**config.mk**
```make
export PLATFORM = sky130hd
export DESIGN_NAME = mips_mc_ctrl
export DESIGN_NICKNAME = d
export VERILOG_FILES = /design/src/rtl/mips_mc_pkg.sv /design/src/rtl/mips_mc_outdec.sv /design/src/rtl/mips_mc_ctrl.sv
export SDC_FILE = /design/constraint.sdc
export NUM_CORES = 1
export LEC_CHECK = 0
export BUFFER_PORTS_ARGS = -buffer_cell sky130_fd_sc_hd__buf_2
export CORE_MARGIN = 5
export CORE_UTILIZATION = 39
export CTS_BUF_LIST = sky130_fd_sc_hd__clkbuf_8
export DETAILED_ROUTE_END_ITERATION = 8
export GPL_TIMING_DRIVEN = 0
export PLACE_DENSITY_LB_ADDON = 0.12
export REMOVE_ABC_BUFFERS = 1
export SLEW_MARGIN = 20
export SYNTH_ARGS = -nofsm -noshare
export SYNTH_HDL_FRONTEND = slang
export SYNTH_SLANG_ARGS = --single-unit
```
**constraint.sdc**
```tcl
create_clock -name clk_i -period 4.96 [get_ports clk_i]
set_input_delay 0 -clock clk_i [delete_from_list [all_inputs] [get_ports clk_i]]
set_output_delay 0 -clock clk_i [all_outputs]
set_load 0.05 [all_outputs]
```
**src/rtl/mips_mc_pkg.sv**
```systemverilog
// Shared constants for the multi-cycle MIPS control unit: state codes, the
// opcodes it decodes and the datapath mux/ALU select encodings.
package mips_mc_pkg;

  localparam logic [3:0] StFetch   = 4'd0;
  localparam logic [3:0] StDecode  = 4'd1;
  localparam logic [3:0] StMemAdr  = 4'd2;
  localparam logic [3:0] StMemRd   = 4'd3;
  localparam logic [3:0] StMemWb   = 4'd4;
  localparam logic [3:0] StMemWr   = 4'd5;
  localparam logic [3:0] StExecute = 4'd6;
  localparam logic [3:0] StAluWb   = 4'd7;
  localparam logic [3:0] StBranch  = 4'd8;
  localparam logic [3:0] StAddiEx  = 4'd9;
  localparam logic [3:0] StAddiWb  = 4'd10;
  localparam logic [3:0] StJump    = 4'd11;
  localparam logic [3:0] StFault   = 4'd15;

  localparam logic [5:0] OpRtype = 6'b000000;
  localparam logic [5:0] OpJ     = 6'b000010;
  localparam logic [5:0] OpBeq   = 6'b000100;
  localparam logic [5:0] OpAddi  = 6'b001000;
  localparam logic [5:0] OpLw    = 6'b100011;
  localparam logic [5:0] OpSw    = 6'b101011;

  // alu_src_b select
  localparam logic [1:0] SrcBReg   = 2'b00;
  localparam logic [1:0] SrcBFour  = 2'b01;
  localparam logic [1:0] SrcBImm   = 2'b10;
  localparam logic [1:0] SrcBImmSh = 2'b11;

  // alu_op select
  localparam logic [1:0] AluAdd   = 2'b00;
  localparam logic [1:0] AluSub   = 2'b01;
  localparam logic [1:0] AluFunct = 2'b10;

  // pc_src select
  localparam logic [1:0] PcAlu    = 2'b00;
  localparam logic [1:0] PcAluOut = 2'b01;
  localparam logic [1:0] PcJump   = 2'b10;

  // States that wait on the memory handshake and are subject to the timeout.
  function automatic logic is_mem_wait(logic [3:0] st);
    return (st == StFetch) || (st == StMemRd) || (st == StMemWr);
  endfunction

endpackage

```
**src/rtl/mips_mc_outdec.sv**
```systemverilog
// Combinational output decode for the multi-cycle MIPS controller.
// Inputs : state_i (current state), mem_ready_i, zero_i.
// Outputs: all datapath controls, pc_en_o and fault_o. FETCH is Mealy on
//          mem_ready_i (ir_write/pc_en); BRANCH is Mealy on zero_i.
module mips_mc_outdec
  import mips_mc_pkg::*;
(
  input  logic [3:0] state_i,
  input  logic       mem_ready_i,
  input  logic       zero_i,
  output logic       iord_o,
  output logic       mem_read_o,
  output logic       mem_write_o,
  output logic       ir_write_o,
  output logic       reg_dst_o,
  output logic       mem_to_reg_o,
  output logic       reg_write_o,
  output logic       alu_src_a_o,
  output logic [1:0] alu_src_b_o,
  output logic [1:0] alu_op_o,
  output logic [1:0] pc_src_o,
  output logic       pc_en_o,
  output logic       fault_o
);

  logic pc_write;
  logic pc_write_cond;

  always_comb begin
    iord_o        = 1'b0;
    mem_read_o    = 1'b0;
    mem_write_o   = 1'b0;
    ir_write_o    = 1'b0;
    reg_dst_o     = 1'b0;
    mem_to_reg_o  = 1'b0;
    reg_write_o   = 1'b0;
    alu_src_a_o   = 1'b0;
    alu_src_b_o   = SrcBReg;
    alu_op_o      = AluAdd;
    pc_src_o      = PcAlu;
    pc_write      = 1'b0;
    pc_write_cond = 1'b0;
    fault_o       = 1'b0;
    case (state_i)
      StFetch: begin
        mem_read_o  = 1'b1;
        alu_src_b_o = SrcBFour;
        ir_write_o  = mem_ready_i;
        pc_write    = mem_ready_i;
      end
      StDecode:  alu_src_b_o = SrcBImmSh;
      StMemAdr, StAddiEx: begin
        alu_src_a_o = 1'b1;
        alu_src_b_o = SrcBImm;
      end
      StMemRd: begin
        iord_o     = 1'b1;
        mem_read_o = 1'b1;
      end
      StMemWb: begin
        mem_to_reg_o = 1'b1;
        reg_write_o  = 1'b1;
      end
      StMemWr: begin
        iord_o      = 1'b1;
        mem_write_o = 1'b1;
      end
      StExecute: begin
        alu_src_a_o = 1'b1;
        alu_op_o    = AluFunct;
      end
      StAluWb: begin
        reg_dst_o   = 1'b1;
        reg_write_o = 1'b1;
      end
      StBranch: begin
        alu_src_a_o   = 1'b1;
        alu_op_o      = AluSub;
        pc_src_o      = PcAluOut;
        pc_write_cond = 1'b1;
      end
      StAddiWb:  reg_write_o = 1'b1;
      StJump: begin
        pc_src_o = PcJump;
        pc_write = 1'b1;
      end
      StFault:   fault_o = 1'b1;
      default: ;
    endcase
    pc_en_o = pc_write | (pc_write_cond & zero_i);
  end

endmodule

```
**src/rtl/mips_mc_ctrl.sv**
```systemverilog
// Multi-cycle MIPS control unit: state register, memory wait counter with
// optional timeout, and reset gating of the write/enable outputs.
// Inputs : clk_i, rst_ni (async active-low), opcode_i, zero_i, mem_ready_i.
// Outputs: datapath controls (via mips_mc_outdec), state_o, fault_o.
module mips_mc_ctrl
  import mips_mc_pkg::*;
#(
  parameter int unsigned MEM_TIMEOUT = 15
) (
  input  logic       clk_i,
  input  logic       rst_ni,
  input  logic [5:0] opcode_i,
  input  logic       zero_i,
  input  logic       mem_ready_i,
  output logic       iord_o,
  output logic       mem_read_o,
  output logic       mem_write_o,
  output logic       ir_write_o,
  output logic       reg_dst_o,
  output logic       mem_to_reg_o,
  output logic       reg_write_o,
  output logic       alu_src_a_o,
  output logic [1:0] alu_src_b_o,
  output logic [1:0] alu_op_o,
  output logic [1:0] pc_src_o,
  output logic       pc_en_o,
  output logic [3:0] state_o,
  output logic       fault_o
);

  // Wide enough that the counter can always reach MEM_TIMEOUT.
  localparam int unsigned CntW = (MEM_TIMEOUT > 15) ? $clog2(MEM_TIMEOUT + 1) : 4;

  logic [3:0]      state_q, state_d;
  logic [CntW-1:0] cnt_q, cnt_d;
  logic            timeout;
  logic            dec_mem_read, dec_mem_write, dec_ir_write, dec_reg_write, dec_pc_en;

  assign timeout = (MEM_TIMEOUT != 0) && ((32'(cnt_q) + 32'd1) >= MEM_TIMEOUT);

  always_comb begin
    state_d = state_q;
    cnt_d   = cnt_q;
    case (state_q)
      StFetch: begin
        if (mem_ready_i)  state_d = StDecode;
        else if (timeout) state_d = StFault;
      end
      StDecode: begin
        case (opcode_i)
          OpLw, OpSw: state_d = StMemAdr;
          OpRtype:    state_d = StExecute;
          OpBeq:      state_d = StBranch;
          OpAddi:     state_d = StAddiEx;
          OpJ:        state_d = StJump;
          default:    state_d = StFault;
        endcase
      end
      StMemAdr: begin
        if (opcode_i == OpLw)      state_d = StMemRd;
        else if (opcode_i == OpSw) state_d = StMemWr;
        else                       state_d = StFault;
      end
      StMemRd: begin
        if (mem_ready_i)  state_d = StMemWb;
        else if (timeout) state_d = StFault;
      end
      StMemWr: begin
        if (mem_ready_i)  state_d = StFetch;
        else if (timeout) state_d = StFault;
      end
      StMemWb, StAluWb, StBranch, StAddiWb, StJump: state_d = StFetch;
      StExecute: state_d = StAluWb;
      StAddiEx:  state_d = StAddiWb;
      StFault:   state_d = StFault;
      default:   state_d = StFault;
    endcase

    if (state_d != state_q) begin
      cnt_d = '0;
    end else if (is_mem_wait(state_q) && !mem_ready_i && (cnt_q != '1)) begin
      cnt_d = cnt_q + 1'b1;
    end
  end

  always_ff @(posedge clk_i or negedge rst_ni) begin
    if (!rst_ni) begin
      state_q <= StFetch;
      cnt_q   <= '0;
    end else begin
      state_q <= state_d;
      cnt_q   <= cnt_d;
    end
  end

  mips_mc_outdec u_outdec (
    .state_i      (state_q),
    .mem_ready_i  (mem_ready_i),
    .zero_i       (zero_i),
    .iord_o       (iord_o),
    .mem_read_o   (dec_mem_read),
    .mem_write_o  (dec_mem_write),
    .ir_write_o   (dec_ir_write),
    .reg_dst_o    (reg_dst_o),
    .mem_to_reg_o (mem_to_reg_o),
    .reg_write_o  (dec_reg_write),
    .alu_src_a_o  (alu_src_a_o),
    .alu_src_b_o  (alu_src_b_o),
    .alu_op_o     (alu_op_o),
    .pc_src_o     (pc_src_o),
    .pc_en_o      (dec_pc_en),
    .fault_o      (fault_o)
  );

  // The reset state is FETCH, which would otherwise drive mem_read; mask every
  // side-effecting enable while reset is held low.
  assign mem_read_o  = dec_mem_read  & rst_ni;
  assign mem_write_o = dec_mem_write & rst_ni;
  assign ir_write_o  = dec_ir_write  & rst_ni;
  assign reg_write_o = dec_reg_write & rst_ni;
  assign pc_en_o     = dec_pc_en     & rst_ni;
  assign state_o     = state_q;

endmodule

```
==> summary.txt, run 1 <==
Route
  • Vias/cell: 5.92
  • Routed WL: 2890 um
  • Vias: 1,179
  • Initial DRC count: 32
  • Residual DRC: 0
  • Post-route ant nets: 0
  • Pre-Repair DR Iteration Count: 4
  • Drt wl/cell: 14.5 um
  • Routed wl met2: 1310 um
  • WL met3: 222 um
  • Top sig layer: met4
  • Met1 wire length: 1350 um

Timing
  • RSZ-0062 raised after global routing: no
  • Setup TNS: 0 ps
  • Slew headroom: 0.501
  • Setup Viol. Count Final: 0
  • Final hold violation count: 0
  • Minimum clock period: 2290 ps
  • Worst Skew: 4.38 ps
  • Slew Limit Fails: 0
  • Achievable frequency: 437 MHz
  • Worst-Margin Slew: 748 ps
  • Final worst-path setup slack: 2670 ps
  • Fin crit share: 0.462

Clock network
  • Worst-Skew Late Latency: 230 ps
  • # hold bufs at CTS: 1
  • Clock tree buffer depth: 2
  • Postcts setup bufs: 0
  • CTS tree: done
  • # resized after CTS: 0
  • CTS clock-pin slew for the worst setup and hold paths: 40 ps
  • Total CTS buffers: 3
  • CTS Root Cell: clkbuf_8
  • H-Tree Depth: 1
  • Clk sinks: 8

Placed design
  • Dpl hpwl: 2190 um
  • I/O Buffers: 29
  • Routability cong.: 0.791
  • Worst slack, placed: 2710 ps
  • Post-Place Cells: 195
  • Placed Area: 1210 um^2

Critical path
  • Worst stage delay on the critical path: 700 ps
  • Critical Path AT: 2380 ps
  • Worst R2R Start: state_o[0]
  • FF-to-FF End: cnt_q[3]
  • Crit-path cells: nor2b_1, o21ai_2, o211a_1, o221ai_2, nor3_2
  • Reg2reg setup slack: 2670 ps
  • Worst Reg-to-Reg Cells: 5
  • Setup crit end: cnt_q[3]
  • Req. time, crit path: 5050 ps
  • Crit path max fanout: 18
  • Setup crit end kind: register
  • Setup CP Type: register to register
  • Crit path from: state_o[0]
  • CP max stage cell: dfrtp_1
  • CP Launch Type: register

Finish
  • Register area: 200 um^2
  • Fill count: 293
  • Share of layout cells above drive strength 1: 0.298
  • Fin area: 1260 um^2
  • Area Overhead vs Synth: 15.7%
  • Final Util: 0.465
  • Multi-input gate area: 806 um^2
  • Nets: 182
  • Inserted Diodes: 0
  • Final Instance Count excl. Fillers: 199

Yosys
  • Compound-Gate Fraction of Synth Area: 0.310
  • Synth warn: 0
  • Synth cell types: 49
  • Top-area cell type share of the netlist area: 0.184
  • Number of cells produced by synthesis: 147
  • Ys async rst share: 1.00
  • Xor-xnor portion of the synthesized cell area: 0.0391
  • Mapped cell area: 1090 um^2
  • Largest cells by area after synthesis: dfrtp_1 (18%), nor2_1 (5.5%), nor3_2 (4.6%), o21ai_0 (4.6%), nand2_1 (4.5%)
  • Synth Flop Type: dfrtp_1
  • Mux share of post-synthesis cell area: 0.0379
  • Post-synthesis adder-cell area fraction: 0.0230
  • Top cells by count, synth: nor2_1 (16), nand2_1 (13), o21ai_0 (10)
  • Post-synthesis simple-gate area fraction: 0.330
  • Largest family of logic cells by synthesized area: simple AND/OR/NAND/NOR gates
  • Post-synth top area cell: dfrtp_1
  • Syn Area/Cell: 7.41 um^2
  • Number of synthesized flops with an enable pin: 0
  • Register bit total from synthesis: 8
  • Seq/Total Area, Yosys: 0.184
  • Most frequent cell after synthesis: nor2_1

Power and ir drop
  • Comb power frac: 0.093
  • Switching power: 0.0332 mW
  • Clk network pwr share: 0.491
  • Max IR drop VDD: 124 uV
  • Internal power: 0.124 mW
  • Seq pwr share: 0.417
  • Pwr/cell area: 125 nW/um^2
  • Net Sw Frac: 0.211
  • LEAKAGE: 0.586 nW

Die
  • I/O pin total: 30
  • Floorplan Core Area: 2710 um^2
  • Die area: 3950 um^2
  • Chip width: 62.8 um
  • Row count: 19
  • Die Y: 62.8 um
  • Starting density of the core: 0.402

GRT
  • First-pass GRT wire length: 4640 um
  • Overflow after GRT: 0
  • Gr usage total: 0.140
  • Initial antenna violation count: 0
  • Vias in the first global route: 1,017
  • Largest net degree at the start of global routing: 23

Flow run
  • MaxCap Viol Count: 0

Min path
  • Hold/Removal Path Class: primary input to asynchronous set/reset pin

Status
  • Status: complete, no violations
[worst max-delay path, delay by kind of cell (launching register included)]
kind	cells	cell delay [ps]
flops	1	700
simple gates	2	730
compound gates	3	720
[placed cells by master, fill, tap and decap left out, types with 2 or more instances in the layout]
| cell type | count |
|---|---|
| inv_1 | 5 |
| a21oi_1 | 7 |
| clkbuf_8 | 3 |
| a21o_1 | 3 |
| or2_2 | 2 |
| nor3b_1 | 2 |
| ha_1 | 2 |
| nor3_2 | 5 |
| xnor2_1 | 3 |
| a31o_2 | 2 |
| dfrtp_1 | 8 |
| o22ai_1 | 3 |
| o21ai_0 | 10 |
| buf_2 | 29 |
| and2_1 | 2 |
| o21a_1 | 2 |
| o21bai_1 | 3 |
| o211ai_1 | 2 |
| nand2b_1 | 6 |
| nor3_1 | 5 |
| a32oi_1 | 2 |
| nor2b_1 | 5 |
| nor2_1 | 16 |
| nand2_1 | 13 |
| nand3_1 | 2 |
| mux2i_1 | 3 |
| a32o_2 | 2 |
| a22oi_1 | 2 |
[sequential cells by signal, indices dropped and copies added (netlist names)]
name / count
state_o: 4
cnt_q: 4
[per-stage QoR]
step | total power [mW] | hold WS, ps
floorplan | 0.0717 | -296
global placement | 0.0801 | -112
detailed placement | 0.0805 | -112
CTS | 0.159 | 188
global route | 0.164 | 233
finish | 0.157 | 189
[layout make-up]
cell class              instances  area share
clock buffers                   3      0.0328
inverters                       5      0.0149
multi-input cells             122       0.640
flip-flops and latches          8       0.159
well taps                      31      0.0308
repair buffers                 30       0.123
[worst min path at each step]
stage | end
global route | state_o[0]
floorplan | cnt_q[0]
finish | state_o[0]
global placement | state_o[0]
detailed placement | state_o[0]
CTS | state_o[0]
[power by group through the flow]
| stage | combinational [mW] | sequential (mW) | clock (mW) |
|---|---|---|---|
| global placement | 0.0136 | 0.0665 | 0 |
| floorplan | 0.00525 | 0.0665 | 0 |
| CTS | 0.0147 | 0.0655 | 0.0788 |
| finish | 0.0146 | 0.0656 | 0.0772 |
| global route | 0.0160 | 0.0655 | 0.0829 |
| detailed placement | 0.0141 | 0.0665 | 0 |
[per-layer routing]
metal | track usage | vias up
met4 | 0.0212 | 0
met3 | 0.0414 | 2
met5 | 0 | -
met2 | 0.223 | 44
li1 | - | 585
met1 | 0.188 | 548
[logic make-up (layout without fill, tap and decap cells)]
kind of cell               count (synthesis)  in the layout
muxes                                      4              4
adders and majority gates                  2              2
buffers and inverters                     17             38
and+or+nand+nor                           65             65
xor gates and xnor gates                   4              4
AOI/OAI and AO/OA                         47             47
DFF                                        8              8
(Power assumes the default switching activity.)
==> run 2: changes to the inputs <==
ABC_AREA = 1   (was default)
clock period = 2.05 ns   (was 4.96 ns; I/O delays follow)
==> summary.txt, run 2 <==
Die
  • Floorplan Core Area: 2450 um^2
  • Die area: 3670 um^2
  • Row count: 18
  • Chip width: 60.6 um
  • Die Y: 60.6 um
  • I/O pin total: 30
  • Starting density of the core: 0.406

Yosys
  • Synth warn: 0
  • Number of cells produced by synthesis: 176
  • Register bit total from synthesis: 8
  • Syn Area/Cell: 5.67 um^2
  • Synth cell types: 21
  • Mapped cell area: 997 um^2
  • Most frequent cell after synthesis: nand2_1
  • Largest cells by area after synthesis: dfrtp_1 (20%), nand2_1 (19%), nor2_1 (12%), nand3_1 (10%), inv_1 (8.3%)
  • Ys async rst share: 1.00
  • Top-area cell type share of the netlist area: 0.201
  • Seq/Total Area, Yosys: 0.201
  • Post-synth top area cell: dfrtp_1
  • Top cells by count, synth: nand2_1 (51), nor2_1 (32), inv_1 (22)
  • Number of synthesized flops with an enable pin: 0
  • Synth Flop Type: dfrtp_1

Route
  • Initial DRC count: 49
  • Pre-Repair DR Iteration Count: 4
  • Drt wl/cell: 10.5 um
  • Vias: 1,129
  • Vias/cell: 4.72
  • Met1 wire length: 1160 um
  • Residual DRC: 0
  • Routed WL: 2520 um
  • Post-route ant nets: 0
  • Routed wl met2: 1180 um
  • Top sig layer: met4
  • WL met3: 165 um

Clock network
  • Clk sinks: 8
  • CTS Root Cell: clkbuf_8
  • Clock tree buffer depth: 2
  • CTS clock-pin slew for the worst setup and hold paths: 40 ps
  • Worst-Skew Late Latency: 230 ps
  • CTS tree: done
  • Total CTS buffers: 3
  • H-Tree Depth: 1

Critical path
  • Crit path max fanout: 6
  • Setup crit end kind: register
  • CP Launch Type: register
  • Worst stage delay on the critical path: 430 ps
  • Req. time, crit path: 2160 ps
  • Setup CP Type: register to register
  • Critical Path AT: 1930 ps
  • CP max stage cell: dfrtp_2
  • Crit-path cells: ha_1, nand3_1, nand2_1, nor2_1, nand2_1, a21oi_1, nand3_1, nand2_1, nor2_2, nand2_2, nor2_1
  • Most used cell along the critical path: nand2_1

Finish
  • Inserted Diodes: 0
  • Fin area: 1230 um^2
  • Area Overhead vs Synth: 23.8%
  • Nets: 223
  • Most frequent cells in the layout: nand2_1 (50), nor2_1 (32), buf_2 (29), inv_1 (22), nand3_1 (20)
  • Final Instance Count excl. Fillers: 239
  • Share of layout cells above drive strength 1: 0.301
  • Fill count: 276
  • Commonest non-fill, non-tap cell in the layout: nand2_1

Placed design
  • Worst slack, placed: 140 ps
  • Routability cong.: 0.820
  • Dpl hpwl: 2100 um
  • I/O Buffers: 29
  • Post-Place Cells: 233
  • Placed Area: 1160 um^2

Timing
  • Minimum clock period: 1820 ps
  • Slew headroom: 0.770
  • Setup Viol. Count Final: 0
  • RSZ-0062 raised after global routing: no
  • Final worst-path setup slack: 234 ps
  • Final hold violation count: 0
  • Worst-Margin Slew: 345 ps
  • Achievable frequency: 551 MHz
  • Slew Limit Fails: 0
  • Worst Skew: 2.02 ps
  • Fin crit share: 0.886

Min path
  • Hold/Removal Path Class: primary input to asynchronous set/reset pin

Power and ir drop
  • Pwr/cell area: 308 nW/um^2
  • Max IR drop VDD: 233 uV
  • LEAKAGE: 0.701 nW

GRT
  • First-pass GRT wire length: 4390 um
  • Largest net degree at the start of global routing: 12
  • Vias in the first global route: 1,059
  • Initial antenna violation count: 0
  • Gr usage total: 0.156
  • Overflow after GRT: 0

Flow run
  • MaxCap Viol Count: 0

Status
  • Status: complete, no violations
==> run 2: cell types whose count changed in the layout (fill, tap and decap cells not counted), sizes merged, moves of 4 or more <==
cell    before  now
nand4        0    4
nand3        2   23
a21oi        8    3
nand2b       6    0
nand2       13   57
inv          5   29
nor2        16   42
nor3        10    0
nor2b        5    0
o21ai       11    2
==> run 2: power breakdown <==
group / internal (mW) / switching (mW) / total [mW]
Combinational: 0.0128 / 0.0204 / 0.0332
Sequential: 0.159 / 0 / 0.159
Clock: 0.127 / 0.0609 / 0.188
==> run 2: what timing repair did <==
item / CTS / global route
buffers inserted: 0 / 2
hold buffers: 1 / 0
endpoints found under the setup margin: 0 / 4
gates resized for setup: 0 / 2
endpoints found under the hold margin: 8 / 0
==> run 2: cell families after synthesis <==
family	after synthesis	synth area share
and+or+nand+nor	126	0.588
buffers and inverters	31	0.127
DFF	8	0.201
AOI/OAI and AO/OA	7	0.0389
adders and majority gates	2	0.0251
xor gates and xnor gates	1	0.00878
muxes	1	0.0113
==> run 2: worst max-delay path, delay by kind of cell, from the launching register on <==
family	cells	cell delay, ps
AND/OR/NAND/NOR	9	850
flip-flops	1	430
adder cells (fa/ha/maj)	1	230
AO/OA/AOI/OAI	1	190
==> run 2: final timing paths <==
| check | start | endpoint | slack [ps] | depth (start not counted) |
|---|---|---|---|---|
| min in group clk_i | mem_ready_i | state_o[0] | 190 | 5 |
| hold / removal | rst_ni | state_o[2] | 170 | 2 |
| max in group asynchronous | rst_ni | cnt_q[0] | 1660 | 2 |
| setup reg to reg | cnt_q[0] | cnt_q[0] | 230 | 11 |
| hold reg to reg | cnt_q[3] | cnt_q[3] | 680 | 3 |
| setup / recovery | cnt_q[0] | cnt_q[0] | 230 | 11 |
==> run 2: per-layer routing <==
layer  GRT usage  up-vias
met5           0        -
met4      0.0557        0
met3      0.0255        2
met2       0.266       29
met1       0.200      489
li1            -      609
==> run 2: cell type report <==
| cell class | count | area [um^2] | share of cell area |
|---|---|---|---|
| Inverter | 29 | 111 | 0.0902 |
| Clock buffer | 3 | 41.3 | 0.0334 |
| Timing Repair Buffer | 32 | 170 | 0.138 |
| Tap cell | 30 | 37.5 | 0.0304 |
| Multi-Input combinational cell | 137 | 673 | 0.545 |
| Sequential cell | 8 | 201 | 0.163 |
==> run 2: per-stage QoR <==
step	power (mW)	setup TNS (ps)	hold WS, ps	util
finish	0.380	0	171	0.503
global route	0.407	0	197	0.503
CTS	0.391	0	170	0.495
detailed placement	0.193	0	-121	0.475
global placement	0.191	0	-123	0.475
floorplan	0.176	-2770	-296	-
